===== config.mk =====
export PLATFORM = sky130hd
export DESIGN_NAME = rsv_mem_arbiter
export DESIGN_NICKNAME = d
export VERILOG_FILES = /design/src/rtl/rsv_mem_arbiter.sv
export SDC_FILE = /design/constraint.sdc
export NUM_CORES = 1
export LEC_CHECK = 0
export CORE_AREA = 2 2 109 111
export CTS_BUF_LIST = sky130_fd_sc_hd__clkbuf_2
export DETAILED_ROUTE_END_ITERATION = 10
export DIE_AREA = 0 0 111 113
export MAX_ROUTING_LAYER = met4
export SLEW_MARGIN = 20
export SYNTH_ARGS = -nofsm -noshare
export SYNTH_HDL_FRONTEND = slang
export SYNTH_SLANG_ARGS = --single-unit

===== constraint.sdc =====
create_clock -name clk -period 1.55 [get_ports clk]
set_input_delay 0.155 -clock clk [delete_from_list [all_inputs] [get_ports clk]]
set_output_delay 0.155 -clock clk [all_outputs]
set_load 0.02 [all_outputs]

===== src/rtl/rsv_mem_arbiter.sv =====
// Arbiter sharing one single-ported unified memory between fetch (IF) and LSU (D) ports.
// Define RSV_ARB_PERF_CNT_EN to add saturating wait/transaction performance counters.
module rsv_mem_arbiter #(
    parameter int unsigned MAX_D_BURST = 4
`ifdef RSV_ARB_PERF_CNT_EN
    ,
    parameter int unsigned CNT_W = 16
`endif
) (
    input  logic        clk,
    input  logic        reset_n,
    input  logic        if_req_i,
    input  logic [31:0] if_addr_i,
    output logic        if_gnt_o,
    output logic        if_rvalid_o,
    output logic [31:0] if_rdata_o,
    input  logic        d_req_i,
    input  logic        d_we_i,
    input  logic [3:0]  d_be_i,
    input  logic [31:0] d_addr_i,
    input  logic [31:0] d_wdata_i,
    output logic        d_gnt_o,
    output logic        d_rvalid_o,
    output logic [31:0] d_rdata_o,
    output logic        mem_req_o,
    output logic        mem_we_o,
    output logic [3:0]  mem_be_o,
    output logic [31:0] mem_addr_o,
    output logic [31:0] mem_wdata_o,
    input  logic        mem_gnt_i,
    input  logic        mem_rvalid_i,
    input  logic [31:0] mem_rdata_i
`ifdef RSV_ARB_PERF_CNT_EN
    ,
    output logic [CNT_W-1:0] if_wait_cnt_o,
    output logic [CNT_W-1:0] d_wait_cnt_o,
    output logic [CNT_W-1:0] xact_cnt_o
`endif
);

    typedef enum logic [1:0] {StIdle, StReq, StRsp} state_e;

    localparam logic [3:0] MaxBurst = 4'(MAX_D_BURST);

    state_e     state_q, state_d;
    logic       owner_if_q, owner_if_d;  // 1 = IF owns the transaction, 0 = D
    logic [3:0] burst_cnt_q, burst_cnt_d;
    logic       arb_en;
    logic       pick_if;

    always_ff @(posedge clk or negedge reset_n) begin
        if (!reset_n) begin
            state_q     <= StIdle;
            owner_if_q  <= 1'b0;
            burst_cnt_q <= '0;
        end else begin
            state_q     <= state_d;
            owner_if_q  <= owner_if_d;
            burst_cnt_q <= burst_cnt_d;
        end
    end

    // IF only yields to D until D has taken MAX_D_BURST grants in a row while IF waited.
    assign arb_en  = (state_q == StIdle) || ((state_q == StRsp) && mem_rvalid_i);
    assign pick_if = if_req_i && (!d_req_i || (burst_cnt_q == MaxBurst));

    always_comb begin
        state_d     = state_q;
        owner_if_d  = owner_if_q;
        burst_cnt_d = burst_cnt_q;
        unique case (state_q)
            StIdle:  state_d = StIdle;
            StReq:   if (mem_gnt_i) state_d = StRsp;
            StRsp:   if (mem_rvalid_i) state_d = StIdle;
            default: state_d = StIdle;
        endcase
        if (arb_en) begin
            if (if_req_i || d_req_i) begin
                state_d    = StReq;
                owner_if_d = pick_if;
            end
            if (if_req_i && !pick_if) begin
                burst_cnt_d = burst_cnt_q + 4'd1;
            end else begin
                burst_cnt_d = '0;
            end
        end
    end

    always_comb begin
        mem_req_o   = 1'b0;
        mem_we_o    = 1'b0;
        mem_be_o    = '0;
        mem_addr_o  = '0;
        mem_wdata_o = '0;
        if_gnt_o    = 1'b0;
        if_rvalid_o = 1'b0;
        if_rdata_o  = '0;
        d_gnt_o     = 1'b0;
        d_rvalid_o  = 1'b0;
        d_rdata_o   = '0;
        unique case (state_q)
            StReq: begin
                mem_req_o = 1'b1;
                if (owner_if_q) begin
                    mem_be_o   = 4'hF;
                    mem_addr_o = if_addr_i;
                    if_gnt_o   = mem_gnt_i;
                end else begin
                    mem_we_o    = d_we_i;
                    mem_be_o    = d_be_i;
                    mem_addr_o  = d_addr_i;
                    mem_wdata_o = d_wdata_i;
                    d_gnt_o     = mem_gnt_i;
                end
            end
            StRsp: begin
                if (mem_rvalid_i) begin
                    if (owner_if_q) begin
                        if_rvalid_o = 1'b1;
                        if_rdata_o  = mem_rdata_i;
                    end else begin
                        d_rvalid_o = 1'b1;
                        d_rdata_o  = mem_rdata_i;
                    end
                end
            end
            default: ;
        endcase
    end

`ifdef RSV_ARB_PERF_CNT_EN
    logic [CNT_W-1:0] if_wait_cnt_q, d_wait_cnt_q, xact_cnt_q;

    always_ff @(posedge clk or negedge reset_n) begin
        if (!reset_n) begin
            if_wait_cnt_q <= '0;
            d_wait_cnt_q  <= '0;
            xact_cnt_q    <= '0;
        end else begin
            if (if_req_i && !if_gnt_o && !(&if_wait_cnt_q)) begin
                if_wait_cnt_q <= if_wait_cnt_q + CNT_W'(1);
            end
            if (d_req_i && !d_gnt_o && !(&d_wait_cnt_q)) begin
                d_wait_cnt_q <= d_wait_cnt_q + CNT_W'(1);
            end
            if ((if_rvalid_o || d_rvalid_o) && !(&xact_cnt_q)) begin
                xact_cnt_q <= xact_cnt_q + CNT_W'(1);
            end
        end
    end

    assign if_wait_cnt_o = if_wait_cnt_q;
    assign d_wait_cnt_o  = d_wait_cnt_q;
    assign xact_cnt_o    = xact_cnt_q;
`endif

endmodule


* Word-level counts from Yosys, hierarchy flattened
Cells that the tools add are included.
** Word-level totals
- Register bits after elaboration :: 7
- Input bits :: 139
- Output and inout bits :: 138
- Logic and storage cells :: 48
** Operators by class
- Add/subtract/negate cells :: 1
- Equal/unequal tests :: 3
- Mux-type cells :: 31
- Reduce and logical (&&, ||, !) cells :: 10
** Operator list (count)
- $mux W32 :: 10
- $mux W1 :: 13
- $mux W4 :: 3
- $mux W2 :: 4
- $add A4 B1 Y4 const B :: 1
- $eq A4 B3 Y1 const B :: 1
- $pmux W2 S2 :: 1
- $logic_and A1 B1 Y1 :: 3
- $logic_or A1 B1 Y1 :: 3
- $eq A2 B1 Y1 const B :: 1
- $eq A2 B2 Y1 const B :: 1
- $logic_not A1 Y1 :: 2
- $logic_not A2 Y1 :: 1
- $reduce_and A2 Y1 :: 1

* Longest topological paths before layout
- Word-level depth :: 6
- Gate-level depth with buffers :: 6

* Worst setup path after synthesis
OpenSTA, ideal clock, no wires.
- Path kind :: register -> output
- From :: reg state_q[1]
- To :: out mem_addr_o[14]
- Arrival :: 1526 ps
- Path slack :: -131 ps
- Cell stages (with the launch flop) :: 7
- Buffers on the path :: 2
- Cell sequence :: dfrtp_1 > inv_1 > ha_1 > inv_2 > buf_2 > buf_1 > nor2_1
** On the way
- Cells in the longest elaborated chain, start to end :: 2
** RTL lines
- from (decl) :: RTL line 45 : state_e state_q, state_d;
- from (signal assigned) :: RTL line 53 : state_q <= StIdle;
- from (signal assigned) :: RTL line 57 : state_q <= state_d;
- $eq A2 B1 Y1 :: RTL line 102 : unique case (state_q)
- $mux W32 :: RTL line 102
- to (decl) :: RTL line 28 : output logic [31:0] mem_addr_o,
No other way between the ends.

* Worst setup path in the final report
- From :: reg state_q[1]
- To :: out mem_wdata_o[0]
** On the way
- Cells in the longest elaborated chain, start to end :: 2
** RTL lines
- $eq A2 B1 Y1 :: RTL line 102
- $mux W32 :: RTL line 102
- to (decl) :: RTL line 29 : output logic [31:0] mem_wdata_o,
No other way between the ends.

==> results_dict.tcl <==
set metrics [dict create \
    netlist.area_leader.share 0.364 \
    die_y_um 113 \
    maxCapViolCount 0 \
    crit_path_max_fanout 5 \
    grt.total_usage 0.152 \
    overflow 0 \
    pwr-share-seq 0.045 \
    finalHoldViolCount 0 \
    cts_root_buf "clkbuf_2" \
    cts_tree "built" \
    dieArea_um2 12500 \
    grt_max_degree 33 \
    cts_made_buffers 3 \
    path_clk_slew_ns 0.08 \
    placed_cell_area_um2 4780 \
    ys_types 31 \
    drv_slew 0 \
    wl_per_cell_um 16.1 \
    die_w_um 111 \
    final_cell_area_um2 5630 \
    dp.final_hpwl_um 8430 \
    grt_antenna_before_repair 0 \
    skew_ns 0.0124 \
    start_util 0.149 \
    grt_pass1_wl_um 15000 \
    vias 2944 \
    rr_startpoint "state_q[1]" \
    min_path_type "primary input to asynchronous set/reset pin" \
    cellInternalPower_mw 3.61 \
    violations "negative setup slack" \
    swShare 0.454 \
    drtIter0Drc 55 \
    cp_data_required_time_ns 1.39 \
    yosysMostFrequentCell "and2_1" \
    async_reset_ff_frac 1.00 \
    arrival_ns 1.67 \
    synth_nets 386 \
    nFillCells 1059 \
    ctsHoldBuffers 0 \
    port-buffer-count 276 \
    synthTopCellsByCount "and2_1 (98), nor2_1 (42), mux2i_1 (32)" \
    period_minus_slack_ns 1.83 \
    worstSkewPairLatency_ns 0.24 \
    slew-limit-headroom 0.776 \
    drt_pre_antenna_iters 5 \
    cts_max_path_buffers 2 \
    syn_to_final_growth_pct 235 \
    fmax_ghz 0.548 \
    drive_gt1_frac 0.605 \
    syn_inst 241 \
    synth_top_cells_by_area "and2_1 (36%), mux2i_1 (19%), dfrtp_1 (10%)" \
    synth-seq-cells 7 \
    critical_path_class "flip-flop to primary output" \
    core_um2 11300 \
    finalCritPeriodShare 1.18 \
    combPwrFrac 0.934 \
    critical_path.startpoint "state_q[1]" \
    ant_nets 0 \
    setup_viol 128 \
    netlist_area_um2 1680 \
    total_power_mw 6.62 \
    worst_slack_ns -0.276 \
    ir_drop_v 0.000928 \
    cp-end-kind "primary output" \
    layout.nets 708 \
    gp_congestion 0.830 \
    rows 39 \
    diodes 0 \
    pwr-share-clk 0.021 \
    h-tree-depth 1 \
    synth_top_flop_cell "dfrtp_1" \
    power_switching_mw 3.01 \
    status "finished, violations left" \
    io_pins 277 \
    wirelength_um 11400 \
    drc 0 \
    synth-edff-count 0 \
    cts_sinks 7 \
    grt_pass1_vias 2826 \
    yosysTopAreaCell "and2_1" \
    rsz0062_at_grt "true" \
    powerDensity_nw_per_um2 1180 \
    synth_seq_area_share 0.104 \
    yosys_warnings 0 \
    power.leakage_nw 2.58 \
    critPathLaunchType "flip-flop" \
    syn_area_per_cell_um2 6.98 \
    vias_per_cell 4.18 \
    tightest_slew_ns 0.335 \
    final_core_util 0.500 \
]
## logic make-up (layout without fill, tap and decap cells)
| family | Yosys count | count (layout) | share of synthesized area |
|---|---|---|---|
| compound gates | 11 | 11 | 0.0446 |
| fa+ha+maj | 6 | 6 | 0.0446 |
| buf+inv | 25 | 346 | 0.0877 |
| flops | 7 | 7 | 0.104 |
| mux | 32 | 32 | 0.190 |
| simple gates | 160 | 160 | 0.529 |
## sequential cells by signal, summed over array words and instances, names as in the netlist
register and cells:
burst_cnt_q 4, owner_if_q 1, state_q 2
## final timing paths
check	endpoint	slack, ns	depth (start not counted)
worst max-delay path	mem_wdata_o[0]	-0.28	7
worst min-delay path	burst_cnt_q[2]	0.17	1
worst max register to register	owner_if_q	0.02	5
worst min register to register	burst_cnt_q[3]	0.56	2
max in group asynchronous	state_q[1]	1.10	1
min in group clk	burst_cnt_q[3]	0.56	2
## area by class of cell
class	instances	area, um^2	area share
Clock buffer	4	20.0	0.00355
Inverter	7	33.8	0.00600
Multi-Input combinational cell	209	1780	0.315
Sequential cell	7	178	0.0315
Tap cell	143	179	0.0318
Timing Repair Buffer	335	3450	0.612
## repair_timing
| item | CTS | global route |
|---|---|---|
| cloned | 3 | 8 |
| setup endpoints to repair | 138 | 136 |
| gates resized for setup | 532 | 329 |
| setup buffers | 8 | 25 |
| pin swaps | 1 | 50 |
## power by group through the flow
| stage | registers [mW] | clock network, mW | logic (mW) |
|---|---|---|---|
| after floorplan | 0.268 | 0 | 2.58 |
| after global placement | 0.308 | 0 | 4.71 |
| after detailed placement | 0.313 | 0 | 4.73 |
| after CTS | 0.299 | 0.142 | 4.98 |
| after global routing | 0.309 | 0.151 | 6.52 |
| final | 0.298 | 0.140 | 6.18 |
## worst max-delay path, cell delays in order, from the launching register on
cell,delay [ns]
dfrtp_2,0.44
inv_2,0.08
ha_4,0.16
inv_8,0.06
nor2_4,0.20
clkbuf_16,0.19
and2_1,0.17
buf_6,0.13
## metrics by stage
stage	cells	worst slack [ns]	TNS, ns	hold WS, ns
global placement	659	-0.450	-48.31	0.444
detailed placement	659	-0.485	-50.74	0.448
CTS	674	-0.308	-29.59	0.181
floorplan	241	0.00000222	0	-0.141
global route	705	-0.334	-29.42	0.183
finish	705	-0.276	-20.47	0.170
## placed cells by master, fill, tap and decap left out, types with 2 or more instances in the layout
cell type | synthesis | routed
inv_1 | 6 | 3
inv_2 | 1 | 3
buf_4 | 2 | 42
ha_4 | 0 | 2
buf_12 | 0 | 8
dfrtp_2 | 0 | 2
mux2i_4 | 0 | 5
o21ai_0 | 2 | 2
clkbuf_2 | 0 | 10
buf_6 | 5 | 111
buf_2 | 7 | 21
nand2_1 | 7 | 7
mux2i_1 | 32 | 18
and2_2 | 0 | 11
a21oi_1 | 2 | 2
nand3_1 | 3 | 3
ha_1 | 6 | 4
nor2_2 | 1 | 27
and2_1 | 98 | 15
mux2i_2 | 0 | 9
nor2_1 | 42 | 12
nor2_4 | 0 | 4
o22ai_1 | 2 | 2
clkbuf_16 | 0 | 6
and2_4 | 0 | 72
dfrtp_1 | 7 | 5
clkdlybuf4s50_1 | 0 | 138
## per-layer routing
metal	wire [um]	vias up	global-route usage
met3	885	18	0.0418
met5	0	-	-
met1	3560	1330	0.136
met2	6750	183	0.322
li1	-	1413	-
met4	164	0	0.0208
No activity file was read; power rests on OpenSTA's default activity.
